[src/rtl/fp_addsub_ctrl.sv]
// Sequencer for the FP add/sub datapath: strobes stage loads in order and runs
// an iterative one-bit-per-cycle normalizer; holds control state only.
//
// state | meaning
// IDLE  | ready for a new operation
// LOAD  | operand registers load; per-op flags and shift counter cleared
// ALIGN | exponent compare / mantissa adjust; special operands detected
// ADD   | sum register load
// NORM  | one normalizer step per cycle until a status or the limit stops it
// ROUND | rounding; a carry out triggers one renormalization pass
// PACK  | result register load
// DONE  | result valid, waiting for ack
module fp_addsub_ctrl #(
    parameter int DATA_WIDTH  = 52,
    parameter int SHAMT_WIDTH = 11
) (
    input  logic                   in_clk,
    input  logic                   in_rst,
    input  logic                   in_start,
    input  logic                   in_op,
    input  logic                   in_ack,
    input  logic                   in_special,
    input  logic                   in_sumZero,
    input  logic                   in_sumOverflow,
    input  logic                   in_sumMsb,
    input  logic                   in_expUnderflow,
    input  logic                   in_roundCarry,
    output logic                   out_ready,
    output logic                   out_opSub,
    output logic                   out_ldOperands,
    output logic                   out_ldAligned,
    output logic                   out_ldSum,
    output logic                   out_round,
    output logic                   out_ldResult,
    output logic                   out_shiftRight1,
    output logic                   out_expInc,
    output logic                   out_shiftLeft1,
    output logic                   out_expDec,
    output logic                   out_selSpecial,
    output logic                   out_valid,
    output logic [SHAMT_WIDTH-1:0] out_normCount
);

    typedef enum logic [2:0] {
        IDLE, LOAD, ALIGN, ADD, NORM, ROUND, PACK, DONE
    } state_t;

    localparam logic [SHAMT_WIDTH-1:0] NORM_LIMIT = SHAMT_WIDTH'(DATA_WIDTH + 2);

    state_t                 state;
    state_t                 nextState;
    logic                   opSub;
    logic                   specialFlag;
    logic                   reroundFlag;
    logic [SHAMT_WIDTH-1:0] normCount;
    logic                   normExit;

    always_ff @(posedge in_clk) begin
        if (in_rst) begin
            state       <= IDLE;
            opSub       <= 1'b0;
            specialFlag <= 1'b0;
            reroundFlag <= 1'b0;
            normCount   <= '0;
        end else begin
            state <= nextState;
            case (state)
                IDLE:    if (in_start) opSub <= in_op;
                LOAD: begin
                    normCount   <= '0;
                    specialFlag <= 1'b0;
                    reroundFlag <= 1'b0;
                end
                ALIGN:   if (in_special) specialFlag <= 1'b1;
                NORM:    if (out_shiftLeft1) normCount <= normCount + 1'b1;
                ROUND:   if (in_roundCarry && !reroundFlag) reroundFlag <= 1'b1;
                default: ;
            endcase
        end
    end

    always_comb begin
        nextState       = state;
        normExit        = 1'b0;
        out_ready       = 1'b0;
        out_ldOperands  = 1'b0;
        out_ldAligned   = 1'b0;
        out_ldSum       = 1'b0;
        out_round       = 1'b0;
        out_ldResult    = 1'b0;
        out_shiftRight1 = 1'b0;
        out_expInc      = 1'b0;
        out_shiftLeft1  = 1'b0;
        out_expDec      = 1'b0;
        out_selSpecial  = 1'b0;
        out_valid       = 1'b0;
        case (state)
            IDLE: begin
                out_ready = 1'b1;
                if (in_start) nextState = LOAD;
            end
            LOAD: begin
                out_ldOperands = 1'b1;
                nextState      = ALIGN;
            end
            ALIGN: begin
                out_ldAligned = 1'b1;
                nextState     = in_special ? PACK : ADD;
            end
            ADD: begin
                out_ldSum = 1'b1;
                nextState = NORM;
            end
            NORM: begin
                // Status priority: zero, overflow, msb set, exponent floor, shift limit.
                if (in_sumZero) begin
                    normExit = 1'b1;
                end else if (in_sumOverflow) begin
                    out_shiftRight1 = 1'b1;
                    out_expInc      = 1'b1;
                    normExit        = 1'b1;
                end else if (in_sumMsb || in_expUnderflow || normCount == NORM_LIMIT) begin
                    normExit = 1'b1;
                end else begin
                    out_shiftLeft1 = 1'b1;
                    out_expDec     = 1'b1;
                end
                if (normExit) nextState = reroundFlag ? PACK : ROUND;
            end
            ROUND: begin
                out_round = 1'b1;
                nextState = (in_roundCarry && !reroundFlag) ? NORM : PACK;
            end
            PACK: begin
                out_ldResult   = 1'b1;
                out_selSpecial = specialFlag;
                nextState      = DONE;
            end
            DONE: begin
                out_valid = 1'b1;
                if (in_ack) nextState = IDLE;
            end
            default: nextState = IDLE;
        endcase
    end

    assign out_opSub     = opSub;
    assign out_normCount = normCount;

endmodule

[config.mk]
export PLATFORM = sky130hd
export DESIGN_NAME = fp_addsub_ctrl
export DESIGN_NICKNAME = d
export VERILOG_FILES = /design/src/rtl/fp_addsub_ctrl.sv
export SDC_FILE = /design/constraint.sdc
export NUM_CORES = 1
export LEC_CHECK = 0
export ABC_AREA = 0
export ABC_CLOCK_PERIOD_IN_PS = 3000
export CAP_MARGIN = 20
export CORE_ASPECT_RATIO = 1.4
export CORE_MARGIN = 2
export CORE_UTILIZATION = 30
export CTS_CLUSTER_DIAMETER = 100
export DETAILED_ROUTE_END_ITERATION = 10
export PLACE_DENSITY = 0.67
export SYNTH_ARGS = -nofsm -noshare
export SYNTH_HDL_FRONTEND = slang
export SYNTH_SLANG_ARGS = --single-unit
[constraint.sdc]
create_clock -name in_clk -period 3 [get_ports in_clk]
set_input_delay 0.3 -clock in_clk [delete_from_list [all_inputs] [get_ports in_clk]]
set_output_delay 0.3 -clock in_clk [all_outputs]
set_load 0.01 [all_outputs]
# --- Yosys cells after proc, flatten, opt, wreduce, memory -nomap -nowiden ---
# Index checks and enable logic that the tools add are counted.
word_totals:
  ff_bits: 17
  input_bits: 11
  word_cells: 65
classes:
  add_sub_neg: 1
  n_eq_ne: 14
  n_mux: 32
  reduce_logical: 13
ops:
  columns: ["op", "n"]
  rows:
  - ["$pmux W3 S8", 1]
  - ["$pmux W11 S2", 1]
  - ["$mux W1", 21]
  - ["$eq A3 B3 Y1 const B", 4]
  - ["$mux W3", 4]
  - ["$ne A2 B2 Y1 const B", 6]
  - ["$add A11 B1 Y11 const B", 1]
  - ["$eq A11 B6 Y1 const B", 1]
  - ["$mux W11", 1]
  - ["$reduce_and A2 Y1", 4]
  - ["$eq A3 B2 Y1 const B", 2]
  - ["$reduce_bool A2 Y1", 3]
  - ["$mux W2", 2]
  - ["$pmux W1 S2", 2]
  - ["$eq A3 B1 Y1 const B", 1]
  - ["$logic_not A3 Y1", 1]
  - ["$reduce_and A3 Y1", 1]
  - ["$logic_or A1 B1 Y1", 2]
  - ["$logic_and A1 B1 Y1", 1]
  - ["$logic_not A1 Y1", 1]

# --- Logic depth before layout (Yosys ltp) ---
logic_depth:
  ltp_word: 8
  depth_mapped: 7

# --- Worst setup path after synthesis ---
# No wires, ideal clock.
synth_path:
  path_kind: "flip-flop to output port"
  startpoint: "register state[1]"
  endpoint: "output out_shiftLeft1"
  arrival_time_ps: 1487
  required_ps: 2700
  slack_ps: 1213
  stages_incl_launch_ff: 6
  n_path_buf: 1
  cell_sequence: "dfxtp_1 > or4b_1 > nor2_1 > nand2_1 > inv_1 > buf_4"
synth_between:
  elab_chain_len: 2
synth_lines:
  columns: ["element", "line_no", "rtl"]
  rows:
  - ["from (decl)", "50", "state_t state;"]
  - ["from (signal assigned)", "66", "state <= nextState;"]
  - ["$eq A3 B3 Y1", null, null]
  - ["$mux W1", null, null]
  - ["to (decl)", "37", "output logic out_shiftLeft1,"]
# No other way between the ends.

# --- Final worst setup path ---
layout_path:
  startpoint: "register state[1]"
  endpoint: "output out_expDec"
layout_between:
  elab_chain_len: 2
layout_lines:
  columns: ["element", "line_no", "rtl"]
  rows:
  - ["$eq A3 B3 Y1", "97", "case (state)"]
  - ["$mux W1", "97", null]
  - ["to (decl)", "38", "output logic out_expDec,"]
# No other way between the ends.

==> results.cfg <==
[logic_synthesis]
synth_top_area_cell = dfxtp_1
synth_area_leaders = dfxtp_1 36%, a21oi_1 6.9%, nor2_1 4.0%, o21ai_0 3.7%, nand4_1 3.3%
yosysMostFrequentCell = dfxtp_1
synth_edf_count = 0
synth.cells.most_frequent = 17 x dfxtp_1, 13 x a21oi_1, 10 x nor2_1
async_flop_share_pct = 0
synth_seq_area_share_pct = 36.0
avgSynthCellArea_um2 = 7.87
yosys_warnings = 0
synth.net_count = 133
ys_ff_latch = 17
synth_flop_cell = dfxtp_1
synth_cells = 120
yosysUniqueCellTypes = 32
syn_area_um2 = 945
synth_largest_type_area_fraction_pct = 36.0

[route]
wirelength_mm = 2.59
vias = 1008
drc = 0
via_per_inst = 5.28
ant_nets = 0
first_pass_iters = 4
routedWlPerCell_um = 13.5
drtIter0Drc = 24

[setup_path]
worst-r2r-setup-slack_ns = 1.09
r2r_end = state[0]
arrival_ns = 2.45
critPathMaxFanout = 13
worst_r2r_startpoint = out_normCount[1]
path_cells = or4b_1 > nor2_1 > nand2_1 > inv_1 > clkdlybuf4s50_1
worst-setup-path-type = register to primary output
critical_path_depth = 5
critPathLaunchType = register
setup.worst_path.end_class = primary output
crit_required_ns = 2.70
cp_top_family = simple AND/OR/NAND/NOR gates
crit_buf_inv = 2
reg2reg_depth = 6
cp-endpoint = out_expDec
slowest_delay_ns = 0.63
worstSetupStartpoint = state[1]
cp_slowest_cell = or4b_1

[floorplan]
dieArea_um2 = 3620
core-area_um2 = 3060
io_pins = 35
die_x_um = 51.4
die_h_um = 70.4
initial_utilization_pct = 30.8
row_count = 24

[clock_tree]
cts.path.max_buffers = 2
hold_buffers = 0
clkLatencyLatePin_ns = 0.25
clkTransAtPathRegs_ns = 0.07
root_buffer = clkbuf_8
cts_buffers = 3
cts_tree = built
htree_levels = 1
cts.sinks = 17

[grt]
overflow = 0
grt_max_degree = 18
grt_usage_pct = 14.9
grt_pass1_vias = 939
grt_pass1_wl_mm = 4.19
antenna_found_initial = 0

[run]
maxCapViolCount = 0

[finish]
antenna_cells = 0
final_core_util_pct = 44.1
area_growth_pct = 43.0
final_nets = 166
n_fill_cell = 322
drive_gt1_share_pct = 5.26

[sta]
drv_slew = 0
rsz0062_at_grt = no
holdWs_ns = 0.462
skew_ns = 0.00265
final.setup.tns_ns = 0
period_minus_slack_ns = 2.75
timing.fmax_mhz = 364
setup_violations = 0
period_share_pct = 91.6
final_hold_viol_count = 0
worst_pin_slew_ns = 0.474
relSlewSlack_pct = 68.4

[place]
routabilityCongestion = 0.802
port_buffers = 34
dp_hpwl_mm = 1.93

[power_and_ir_drop]
p_total_uw = 538
leakagePower_uw = 0.000447
powerDensity_nw_per_um2 = 398
irDropWorstVdd_uv = 259

[run_status]
outcome = finished clean

[min_path]
min_path_type = register to register
metal layers:
metal	vias to the layer above	share of wire [%]	GRT usage (%)
li1	504	-	-
met5	-	0	0
met1	467	42	16.8
met4	0	1.2	5.26
met2	33	52	26.9
met3	4	5.4	2.78
sequential cells by signal, indices dropped and copies added (netlist names):
signal	cells
out_opSub	1
state	3
specialFlag	1
reroundFlag	1
out_normCount	11
area by class of cell:
cell class	instances	area, µm²	area share [%]
Clock inverter	1	5.00	0.370
Sequential cell	17	342	25.3
Timing Repair Buffer	34	340	25.2
Multi-Input combinational cell	90	548	40.6
Clock buffer	3	41.3	3.06
Tap cell	39	48.8	3.61
Inverter	7	26.3	1.94
stage by stage:
step	cells	setup slack (ns)	cell area, µm²
3_3_place_gp	187	0.368	1300
5_1_grt	191	0.0929	1350
2_1_floorplan	120	1.21	945
6_report	191	0.251	1350
3_5_place_dp	187	0.323	1300
4_1_cts	191	0.181	1350
worst register-to-register path, cell delays in order, from the launching register on:
cell and delay (ns):
dfxtp_1 0.46, ha_1 0.20, nor4bb_1 0.33, nand4_1 0.28
nand2_1 0.15, inv_1 0.09, nor4b_1 0.30
worst min-delay path by stage:
stage,start,depth (start not counted),to,slack (ns)
floorplan,in_rst,1,out_opSub,0.37
global placement,out_opSub,2,out_opSub,0.45
detailed placement,out_opSub,2,out_opSub,0.45
CTS,out_opSub,2,out_opSub,0.46
global route,out_opSub,2,out_opSub,0.50
finish,out_opSub,2,out_opSub,0.46
kinds of logic (layout without fill, tap and decap cells):
kind of cell / after synthesis / after routing / synth area share (%)
compound gates: 27 / 27 / 16.4
xor+xnor: 3 / 3 / 2.78
fa+ha+maj: 2 / 2 / 2.65
buf+inv: 13 / 45 / 5.96
flops: 17 / 17 / 36.0
simple gates: 58 / 58 / 36.2
where the power goes:
part | leakage (µW) | internal, µW | switching (µW)
combinational | 0.000284 | 55.4 | 51.8
clock | 0.0000255 | 92.1 | 79.5
sequential | 0.000138 | 236 | 24.0
layout by cell type (no fill, tap or decap), drive strengths merged, types with 2 or more instances in the layout:
| master | instances |
|---|---|
| a211oi | 2 |
| a21oi | 13 |
| and2 | 3 |
| and3 | 4 |
| clkbuf | 3 |
| clkdlybuf4s50 | 34 |
| dfxtp | 17 |
| ha | 2 |
| inv | 7 |
| nand2 | 7 |
| nand3 | 6 |
| nand4 | 5 |
| nor2 | 10 |
| nor3 | 5 |
| nor4 | 4 |
| nor4b | 2 |
| o21ai | 7 |
| or3 | 4 |
| or4 | 2 |
| xnor2 | 3 |
repair_timing:
item                                    in CTS  in global routing
gates resized for setup                      0                  1
endpoints found under the setup margin       0                  1
buffers inserted                             0                  0
No activity file was read; power rests on OpenSTA's default activity.
